## config.mk

```make
export PLATFORM = sky130hd
export DESIGN_NAME = trigger_pulse_qualifier
export DESIGN_NICKNAME = d
export VERILOG_FILES = /design/src/rtl/trigger_pkg.sv /design/src/rtl/sat_counter.sv /design/src/rtl/trigger_pulse_qualifier.sv
export SDC_FILE = /design/constraint.sdc
export NUM_CORES = 1
export LEC_CHECK = 0
export ABC_AREA = 0
export ABC_CLOCK_PERIOD_IN_PS = 2900
export BUFFER_PORTS_ARGS = -buffer_cell sky130_fd_sc_hd__buf_4
export CELL_PAD_IN_SITES_DETAIL_PLACEMENT = 0
export CELL_PAD_IN_SITES_GLOBAL_PLACEMENT = 2
export CORE_MARGIN = 2
export CORE_UTILIZATION = 33
export CTS_CLUSTER_DIAMETER = 150
export DETAILED_ROUTE_END_ITERATION = 8
export GPL_TIMING_DRIVEN = 1
export PLACE_DENSITY = 0.76
export SLEW_MARGIN = 10
export SYNTH_ARGS = -nofsm -noshare
export SYNTH_HDL_FRONTEND = slang
export SYNTH_SLANG_ARGS = --single-unit
```

## constraint.sdc

```tcl
create_clock -name clk -period 2.9 [get_ports clk]
set_input_delay 0.29 -clock clk [delete_from_list [all_inputs] [get_ports clk]]
set_output_delay 0.29 -clock clk [all_outputs]
set_load 0.01 [all_outputs]
```

## src/rtl/trigger_pkg.sv

```systemverilog
// rtl/trigger_pkg.sv - shared state encoding and counter widths for the trigger qualifier
package trigger_pkg;

  typedef enum logic [2:0] {
    S_WAIT_LOW = 3'd0,
    S_IDLE     = 3'd1,
    S_QUAL     = 3'd2,
    S_ACTIVE   = 3'd3,
    S_HOLDOFF  = 3'd4
  } state_t;

  localparam int REJ_BITS = 16;

endpackage

```

## src/rtl/sat_counter.sv

```systemverilog
// rtl/sat_counter.sv - saturating up-counter with synchronous clear
// clear and inc together load 1, i.e. the clear is applied before the increment.
module sat_counter #(
  parameter int WIDTH = 16
) (
  input  logic             clk,
  input  logic             reset_n,
  input  logic             clear,
  input  logic             inc,
  output logic [WIDTH-1:0] count
);

  logic [WIDTH-1:0] base;

  assign base = clear ? '0 : count;

  always_ff @(posedge clk) begin
    if (!reset_n) begin
      count <= '0;
    end else if (clear || inc) begin
      count <= (inc && (base != '1)) ? base + WIDTH'(1) : base;
    end
  end

endmodule

```

## src/rtl/trigger_pulse_qualifier.sv

```systemverilog
// rtl/trigger_pulse_qualifier.sv - qualifies trigger high runs into single-cycle events
// Measures accepted run widths and refuses edges during a holdoff window after each event.
module trigger_pulse_qualifier
  import trigger_pkg::*;
#(
  parameter int MIN_WIDTH  = 2,
  parameter int HOLDOFF    = 4,
  parameter int WIDTH_BITS = 16
) (
  input  logic                  clk,
  input  logic                  reset_n,
  input  logic                  in,
  output logic                  pulse_out,
  output logic [WIDTH_BITS-1:0] width,
  output logic                  width_valid,
  output logic [REJ_BITS-1:0]   rejected_cnt,
  output logic                  busy
);

  localparam int HB = (HOLDOFF > 1) ? $clog2(HOLDOFF) : 1;
  localparam logic [HB-1:0] HOLD_LAST = HB'((HOLDOFF > 0) ? HOLDOFF - 1 : 0);
  localparam logic [WIDTH_BITS:0] MIN_EXT = (WIDTH_BITS + 1)'(MIN_WIDTH);

  state_t              state;
  logic                in_d;
  logic [HB-1:0]       hold_cnt;
  logic [WIDTH_BITS-1:0] cnt;
  logic                cnt_clear;
  logic                cnt_inc;
  logic                rej_inc;
  logic                rise;
  logic                qual_hit;

  assign rise     = in && !in_d;
  assign qual_hit = (({1'b0, cnt} + (WIDTH_BITS + 1)'(1)) == MIN_EXT);
  assign busy     = (state != S_IDLE);

  always_comb begin
    cnt_clear = (state == S_IDLE);
    cnt_inc   = in && ((state == S_IDLE) || (state == S_QUAL) || (state == S_ACTIVE));
    // Short runs and edges landing inside holdoff are both tallied as refusals.
    rej_inc   = ((state == S_QUAL) && !in) || ((state == S_HOLDOFF) && rise);
  end

  sat_counter #(.WIDTH(WIDTH_BITS)) u_run_cnt (
    .clk     (clk),
    .reset_n (reset_n),
    .clear   (cnt_clear),
    .inc     (cnt_inc),
    .count   (cnt)
  );

  sat_counter #(.WIDTH(REJ_BITS)) u_rej_cnt (
    .clk     (clk),
    .reset_n (reset_n),
    .clear   (1'b0),
    .inc     (rej_inc),
    .count   (rejected_cnt)
  );

  always_ff @(posedge clk) begin
    if (!reset_n) begin
      state       <= S_WAIT_LOW;
      in_d        <= 1'b0;
      hold_cnt    <= '0;
      pulse_out   <= 1'b0;
      width       <= '0;
      width_valid <= 1'b0;
    end else begin
      in_d        <= in;
      pulse_out   <= 1'b0;
      width_valid <= 1'b0;
      case (state)
        S_WAIT_LOW: begin
          if (!in) state <= S_IDLE;
        end
        S_IDLE: begin
          if (in) begin
            if (MIN_WIDTH == 1) begin
              pulse_out <= 1'b1;
              state     <= S_ACTIVE;
            end else begin
              state <= S_QUAL;
            end
          end
        end
        S_QUAL: begin
          if (!in) begin
            state <= S_IDLE;
          end else if (qual_hit) begin
            pulse_out <= 1'b1;
            state     <= S_ACTIVE;
          end
        end
        S_ACTIVE: begin
          if (!in) begin
            width       <= cnt;
            width_valid <= 1'b1;
            hold_cnt    <= '0;
            state       <= (HOLDOFF > 0) ? S_HOLDOFF : S_IDLE;
          end
        end
        S_HOLDOFF: begin
          // A line still high here already had its edge counted; wait for it to drop.
          if (hold_cnt == HOLD_LAST) begin
            state <= in ? S_WAIT_LOW : S_IDLE;
          end else begin
            hold_cnt <= hold_cnt + HB'(1);
          end
        end
        default: state <= S_WAIT_LOW;
      endcase
    end
  end

endmodule

```

; Word level (Yosys, flattened, before mapping)
; Index checks and enable logic that the tools add are counted.
[totals]
register_bits = 56
inputBits = 3
output_inout_bits = 35
word_cells = 63
[classes]
bitwise_logic = 1
reduce_logical = 20
n_mux = 15
eq_ne = 15
add_sub_neg = 4
[op_table]
columns = operator, n
row1 = $add 16x1->16 const B, 2
row2 = $mux 16, 2
row3 = $ne 16x16->1 const B, 2
row4 = $mux 3, 6
row5 = $add 16x1->17 const B, 1
row6 = $eq 17x2->1 const B, 1
row7 = $pmux 3 s5, 1
row8 = $ne 2x2->1 const B, 4
row9 = $eq 3x2->1 const B, 2
row10 = $logic_and 1x1->1, 6
row11 = $reduce_and 2->1, 3
row12 = $reduce_and 3->1, 2
row13 = $reduce_and 5->1, 1
row14 = $logic_or 1x1->1, 4
row15 = $mux 2, 2
row16 = $pmux 2 s2, 1
row17 = $eq 3x1->1 const B, 1
row18 = $eq 3x3->1 const B, 1
row19 = $logic_not 3->1, 1
row20 = $mux 1, 3
row21 = $ne 3x1->1 const B, 1
row22 = $ne 3x3->1 const B, 1
row23 = $add 2x1->2 const B, 1
row24 = $eq 2x2->1 const B, 1
row25 = 4 further kinds, 5

; Longest topological paths before layout
; Gate-level depths: netlist of run 1.
[depth]
depth_word = 6
ltp_mapped = 10
depth_no_buf = 9

; By module
; From an unflattened synthesis of run 1, not the netlist that was laid out.
[hier_totals]
cells_unflattened = 316
area_unflattened_um2 = 2705.1
[modules_own_cells]
columns = module, instances, cells_per_inst, area_per_inst_um2, seq_area_each_um2
row1 = sat_counter, 2, 92, 778.2, 320.3
row2 = trigger_pulse_qualifier, 1, 132, 1148.6, 480.5

; Least setup slack after synthesis of run 1
; No wires, ideal clock.
[synth_path]
path_type = flip-flop to flip-flop
from = register state[2]
to = register u_run_cnt.count[13]
setup_time_ns = 0.072
path_slack_ns = 0.660
arrival_ns = 2.168
stages_incl_launch_ff = 11
path_buffers = 1
required_time_ns = 2.828
synth_period_minus_slack_ns = 2.240
cell_sequence = dfxtp_1 > nor2_1 > nand2_1 > clkbuf_1 > and2_1 > ha_1 > nand3_1 > nor3_2 > a31oi_1 > nand4_1 > mux2i_1
[synth_between]
elab_chain_cells = 6
elab_cells_between_ends = 12
cone_classes = add/sub (1) / eq/ne (4) / mux (2) / reduce/logical (5)
[synth_lines]
columns = item, line
row1 = start: declaration, trigger_pulse_qualifier.sv:24  ; state_t state;
row2 = start signal: assignment, trigger_pulse_qualifier.sv:100  ; state <= (HOLDOFF > 0) ? S_HOLDOFF : S_IDLE;
row3 = start signal: assignment, trigger_pulse_qualifier.sv:106  ; state <= in ? S_WAIT_LOW : S_IDLE;
row4 = "parallel branches: the longest is 6 deep, another holds $add 16x1->16", n/a
row5 = end signal: assignment, sat_counter.sv:21  ; count <= (inc && (base != '1)) ? base + WIDTH'(1) : base;
row6 = end: declaration, sat_counter.sv:10  ; output logic [WIDTH-1:0] count
; Parallel ways; which one is timed is not known.
; A chain may end at the register's enable or synchronous reset.

; Final worst setup path of run 1
; Same ends and word-level chain as after synthesis.

==> results of run 1 <==
report_power, final:
group / switching (uW) / internal (uW)
sequential: 5.28 / 773
combinational: 33.5 / 15.0
clock: 257 / 174
total: 296 / 961
cells by family after synthesis:
kind of cell             count (synthesis)
adder cells (fa/ha/maj)                  3
XOR/XNOR                                19
AND/OR/NAND/NOR                        161
AO/OA/AOI/OAI                           49
buffers and inverters                   24
flip-flops                              56
multiplexers                             6
routing by layer:
layer	vias up	GRT usage, %
li1	1156	-
met1	1063	21.6
met2	42	23.2
met3	7	2.77
met4	0	4.53
met5	-	0
flip-flops by register name, summed over array words and instances, names as in the netlist:
register	flops
u_rej_cnt.count	16
u_run_cnt.count	16
width	16
state	3
hold_cnt	2
in_d	1
pulse_out	1
width_valid	1
layout make-up:
cell class / count / area (sq um) / share of cell area (%)
timing repair buffer: 41 / 308 / 10.2
multi-input combinational: 238 / 1380 / 45.5
sequential: 56 / 1120 / 37.1
inverter: 2 / 7.51 / 0.248
clock inverter: 1 / 8.76 / 0.289
clock buffer: 7 / 76.3 / 2.52
tap: 102 / 128 / 4.22
per-stage QoR:
stage,hold WS (ns),utilization (%),total power [uW],std cells
after floorplan,0.452,-,831,318
after global placement,0.447,38.2,846,439
after detailed placement,0.447,38.2,846,439
after CTS,0.238,39.4,1280,447
after global routing,0.242,39.4,1320,447
final,0.241,39.4,1260,447
worst max path at each step:
stage | end | cells after the start | slack (ns) | start
floorplan | u_run_cnt.count[13]$_SDFFE_PN0P_ | 10 | 0.66 | state[2]$_SDFFE_PN0P_
global placement | u_run_cnt.count[13]$_SDFFE_PN0P_ | 9 | 0.55 | state[2]$_SDFFE_PN0P_
detailed placement | u_run_cnt.count[13]$_SDFFE_PN0P_ | 9 | 0.40 | state[2]$_SDFFE_PN0P_
CTS | u_run_cnt.count[13]$_SDFFE_PN0P_ | 9 | 0.33 | state[2]$_SDFFE_PN0P_
global route | u_run_cnt.count[13]$_SDFFE_PN0P_ | 9 | 0.06 | state[2]$_SDFFE_PN0P_
finish | u_run_cnt.count[13]$_SDFFE_PN0P_ | 9 | 0.32 | state[2]$_SDFFE_PN0P_
placed cells by master (no fill, tap or decap), types with 2 or more instances in the layout:
cell type	instances
dfxtp_1	56
mux2i_1	6
xor2_1	2
clkbuf_1	2
nand3b_1	3
and4_1	2
nor3_1	9
xnor2_1	17
nand3_1	10
nand2_1	55
nor4b_1	7
o21bai_1	2
nor3b_1	2
buf_4	41
or2_2	3
and2_1	6
nand2b_1	2
ha_1	3
or3_1	3
o21ai_0	2
a211o_1	3
a211oi_1	3
a311oi_1	3
inv_1	2
clkbuf_8	5
nor4_1	6
nor2_1	37
nand4_1	10
o21a_1	5
or3b_1	2
a21oi_1	24
==> flow_metrics.py, run 1 <==
metrics = {
    "outcome": {
        "status": "finished clean",
    },
    "clock_network": {
        "cts_resized": 0,
        "cts_setup_buffers": 0,
        "cts_max_level": 2,
        "cts_tree": "yes",
        "hold_buffers": 0,
        "cts.clk_slew.worst_paths_ns": 0.10,
        "clock_latency_ns": 0.31,
        "cts-root-buf": "clkbuf_8",
        "cts_buffers": 5,
        "cts_buffer_depth": 2,
        "cts_sinks": 56,
    },
    "logic_synthesis": {
        "synthTopCellsByArea": "dfxtp_1 (43%), nand2_1 (7.9%), xnor2_1 (5.7%), nor2_1 (5.3%), a21oi_1 (4.6%)",
        "synthXorXnorAreaFrac_pct": 6.40,
        "ys_ff_latch": 56,
        "synth_edf_count": 0,
        "synth_top_family_by_area": "simple AND/OR/NAND/NOR gates",
        "synth_compound_gate_area_share_pct": 12.1,
        "ys_types": 42,
        "avgSynthCellArea_sq_um": 8.18,
        "syn-instance-count": 318,
        "synth_fa_ha_area_share_pct": 1.44,
        "synth.net_count": 324,
        "synth.largest_area_cell": "dfxtp_1",
        "ys_async_sr_fraction_pct": 0,
        "synth_top_flop_cell": "dfxtp_1",
        "muxShareOfSynthArea_pct": 2.31,
        "seq_area_frac_synth_pct": 43.1,
        "yosysTopAreaCellShare_pct": 43.1,
        "yosys.area_share.simple_pct": 30.6,
        "yosys_warnings": 0,
        "yosys-top-cells-count": "dfxtp_1 (56), nand2_1 (55), nor2_1 (37)",
        "synth.most_common_cell": "dfxtp_1",
        "syn_area_sq_mm": 0.00260,
    },
    "placement": {
        "dpl.hpwl_microns": 4410,
        "portBuffers": 37,
        "post_dp_cell_area_sq_mm": 0.00294,
        "place.gp.congestion": 0.758,
        "place_ws_ns": 0.399,
    },
    "sta": {
        "max_freq_ghz": 0.388,
        "min_period_ns": 2.58,
        "finalSetupViolCount": 0,
        "finalCritPeriodShare_pct": 88.9,
        "clock_skew_ns": 0.00896,
        "rsz0062_at_grt": "false",
        "tightest_slew_ns": 0.725,
        "final_max_slew_viol_count": 0,
        "setup_tns_ns": 0,
        "final-hold-violation-count": 0,
        "setup_ws_ns": 0.321,
        "relSlewSlack_pct": 51.2,
    },
    "hold_path": {
        "holdCritStartpoint": "in",
        "hp-class": "in -> reg",
        "hold_path_end": "in_d$_SDFF_PN0_",
        "hold_depth": 2,
    },
    "setup_path": {
        "cp_slowest_stage_delay_ns": 0.47,
        "r2r_end": "u_run_cnt.count[13]$_SDFFE_PN0P_",
        "startpoint_type": "flip-flop",
        "worstRegToRegCells": 9,
        "crit_buf_inv": 0,
        "cp_data_required_time_ns": 3.14,
        "critical-path-top-delay-family": "simple AND/OR/NAND/NOR gates",
        "slowest_stage": "dfxtp_1",
        "path_class": "reg -> reg",
        "end_kind": "flip-flop",
        "ff2ff_setup_slack_ns": 0.32,
        "r2r-start": "state[2]$_SDFFE_PN0P_",
        "cp_cell_sequence": "nor2_1, nand2_1, and2_1, ha_1, nand3_1, nor3_2, a31oi_1, nand4_1, mux2i_1",
        "worst_ep_arrival_time_ns": 2.82,
        "path_max_fanout": 11,
    },
    "pwr": {
        "peakVddDrop_v": 0.000175,
        "power.density_mw_per_mm2": 415,
        "leakage_uw": 0.00104,
    },
    "die": {
        "core_area_sq_mm": 0.00769,
        "start_util_pct": 33.8,
        "die_area_sq_mm": 0.00861,
        "die_h_microns": 92.8,
        "rows": 32,
        "dieWidth_microns": 92.8,
        "pin_count": 38,
    },
    "final_layout": {
        "antenna_cells": 0,
        "final_cell_area_sq_mm": 0.00303,
        "drive_gt1_share_pct": 14.8,
        "fill_cells": 847,
        "fin_nets": 350,
        "syn_to_final_growth_pct": 16.3,
    },
    "routing": {
        "dr.max_layer_used": "met4",
        "wl_per_cell_microns": 13.9,
        "wirelength_microns": 6240,
        "wl_met3_microns": 244,
        "first_iter_violations": 134,
        "wl_met2_microns": 2730,
        "vias": 2268,
        "antenna_left": 0,
        "wl_met1_microns": 3190,
        "viasPerCell": 5.07,
        "drc": 0,
        "first_pass_iters": 4,
    },
    "global_routing": {
        "grt_antenna_before_repair": 0,
        "grt_max_degree": 38,
        "grt-ovfl-total": 0,
        "grt_pass1_vias": 2099,
        "grt_use_total_pct": 15.1,
        "grt_pass1_wl_microns": 10500,
    },
    "job": {
        "maxCapViolations": 0,
    },
}
No activity file was read; power rests on OpenSTA's default activity.
==> run 2, diff against run 1 <==
Settings changed: ABC_CLOCK_PERIOD_IN_PS 2900 to 3350, CORE_UTILIZATION 33 to 36, PLACE_DENSITY 0.76 to 0.82.
Clock period 2.9 ns to 3.35 ns, I/O delays scaled along.
==> run 2 against run 1 <==
Clock-buffer cell count up 1. Worst hold slack better by 0.057 ns. First-iteration DRC count shrank 15%.
==> flow_metrics.py, run 2 (synthesized netlist as in run 1, its figures left out) <==
metrics = {
    "sta": {
        "final_max_slew_viol_count": 0,
        "finalSetupViolCount": 0,
        "rsz0062_at_grt": "false",
        "finalCritPeriodShare_pct": 75.3,
        "clock_skew_ns": 0.00497,
        "max_freq_ghz": 0.397,
        "setup_tns_ns": 0,
        "tightest_slew_ns": 0.670,
        "relSlewSlack_pct": 54.9,
        "min_period_ns": 2.52,
        "final-hold-violation-count": 0,
    },
    "final_layout": {
        "fill_cells": 751,
        "mostFrequentLayoutCells": "dfxtp_1 (56), nand2_1 (55), buf_4 (40)",
        "syn_to_final_growth_pct": 15.9,
        "largest_registers": "u_rej_cnt.count: 16 flops, u_run_cnt.count: 16 flops, width: 16 flops",
        "antenna_cells": 0,
        "fin_nets": 349,
        "multiInputGateArea_sq_mm": 0.00138,
        "mostFrequentLayoutCell": "dfxtp_1",
        "layout.cells.non_filler": 440,
        "seqCellArea_sq_mm": 0.00112,
        "drive_gt1_share_pct": 14.5,
    },
    "placement": {
        "dpl.hpwl_microns": 4270,
        "portBuffers": 37,
        "dp.cells": 432,
        "place.gp.congestion": 0.767,
    },
    "global_routing": {
        "busiest_layer": "met1",
        "grt_pass1_vias": 1977,
        "grt_pass1_wl_microns": 10100,
        "use_met3_pct": 3.51,
        "use_met2_pct": 22.9,
        "grt_antenna_before_repair": 0,
        "grt_use_total_pct": 16.3,
        "gr-usage-met1_pct": 25.1,
        "grt-ovfl-total": 0,
        "grt_max_degree": 22,
    },
    "routing": {
        "first_pass_iters": 4,
        "first_iter_violations": 114,
        "drc": 0,
        "wl_per_cell_microns": 13.6,
        "wirelength_microns": 5970,
        "antenna_left": 0,
        "viasPerCell": 5.06,
        "vias": 2225,
    },
    "clock_network": {
        "clock_latency_ns": 0.30,
        "cts.clk_slew.worst_paths_ns": 0.10,
        "cts_resized": 0,
        "cts_tree": "yes",
        "cts_max_level": 2,
        "hold_buffers": 0,
        "cts_sinks": 56,
        "cts-root-buf": "clkbuf_8",
        "cts_buffers": 5,
        "cts_setup_buffers": 0,
        "cts_buffer_depth": 2,
    },
    "pwr": {
        "clockPowerShare_pct": 34.7,
        "p_sw_share_pct": 22.3,
        "p_int_uw": 851,
        "p_comb_share_pct": 3.9,
        "power.share.sequential_pct": 61.5,
        "leakage_uw": 0.00104,
        "power.density_mw_per_mm2": 363,
        "power.switching_uw": 244,
        "peakVddDrop_v": 0.000251,
    },
    "setup_path": {
        "worst_ep_arrival_time_ns": 2.76,
        "crit_buf_inv": 0,
        "critPathLaunch": "state[2]$_SDFFE_PN0P_",
        "slowest_stage": "dfxtp_1",
        "cp_data_required_time_ns": 3.59,
        "cp_slowest_stage_delay_ns": 0.46,
        "r2r-start": "state[2]$_SDFFE_PN0P_",
        "path_max_fanout": 11,
        "end_kind": "flip-flop",
        "startpoint_type": "flip-flop",
        "critical-path-top-delay-family": "simple AND/OR/NAND/NOR gates",
        "path_class": "reg -> reg",
        "cp_cell_sequence": "nor2_1, nand2_1, and2_1, ha_1, nand3_1, nor3_2, a31oi_1, nand4_1, mux2i_1",
    },
    "hold_path": {
        "holdCritStartpoint": "in",
        "hp-class": "in -> reg",
    },
    "die": {
        "dieWidth_microns": 89.0,
        "die_h_microns": 89.0,
        "pin_count": 38,
        "core_area_sq_mm": 0.00691,
        "rows": 30,
        "start_util_pct": 37.7,
        "die_area_sq_mm": 0.00792,
    },
    "job": {
        "maxCapViolations": 0,
    },
    "outcome": {
        "status": "finished clean",
    },
}
-- run 2: changes by cell type in the layout (fill, tap and decap cells not counted) --
cell	before	now
buf_4	41	40
clkbuf_8	5	6
clkinv_4	1	0
-- run 2: power by group through the flow --
stage / clock network (uW) / logic [uW] / registers [uW]
3_3_place_gp: 0 / 43.3 / 689
6_report: 380 / 42.2 / 673
5_1_grt: 424 / 47.6 / 674
2_1_floorplan: 0 / 32.9 / 687
3_5_place_dp: 0 / 43.5 / 689
4_1_cts: 392 / 43.6 / 673
-- run 2: final timing paths --
| kind | end | slack, ns | cells after the start |
|---|---|---|---|
| worst min-delay path | in_d$_SDFF_PN0_ | 0.30 | 2 |
| worst max register to register | u_run_cnt.count[13]$_SDFFE_PN0P_ | 0.83 | 9 |
| worst max-delay path | u_run_cnt.count[13]$_SDFFE_PN0P_ | 0.83 | 9 |
| worst min register to register | width[7]$_SDFFE_PN0P_ | 0.46 | 2 |
-- run 2: final cells by class --
type | instances | area share [%]
clock buffers | 8 | 2.99
inverters | 2 | 0.249
multi-input cells | 238 | 45.6
flip-flops and latches | 56 | 37.2
well taps | 96 | 3.98
repair buffers | 40 | 9.96
-- run 2: per-layer routing --
layer | wire, microns | share of wire [%] | vias up
met5 | 0 | 0 | -
met4 | 47 | 0.79 | 0
met3 | 278 | 4.7 | 5
met2 | 2450 | 41 | 44
met1 | 3190 | 53 | 1016
li1 | - | - | 1160
-- run 2: worst register-to-register path: stages (launching register included) --
cell,delay (ns)
dfxtp_1,0.46
nor2_1,0.09
nand2_1,0.32
and2_1,0.23
ha_1,0.20
nand3_1,0.14
nor3_2,0.38
a31oi_1,0.28
nand4_1,0.19
mux2i_1,0.18
-- run 2: per-stage QoR --
stage / util [%] / worst slack [ns] / instance area [sq um] / hold WS (ns) / power [uW]
5_1_grt: 43.7 / 0.558 / 3020 / 0.309 / 1150
2_1_floorplan: - / 1.11 / 2600 / 0.452 / 719
6_report: 43.7 / 0.828 / 3020 / 0.298 / 1090
3_5_place_dp: 42.4 / 0.848 / 2930 / 0.447 / 732
3_3_place_gp: 42.4 / 0.944 / 2930 / 0.446 / 732
4_1_cts: 43.7 / 0.818 / 3020 / 0.298 / 1110
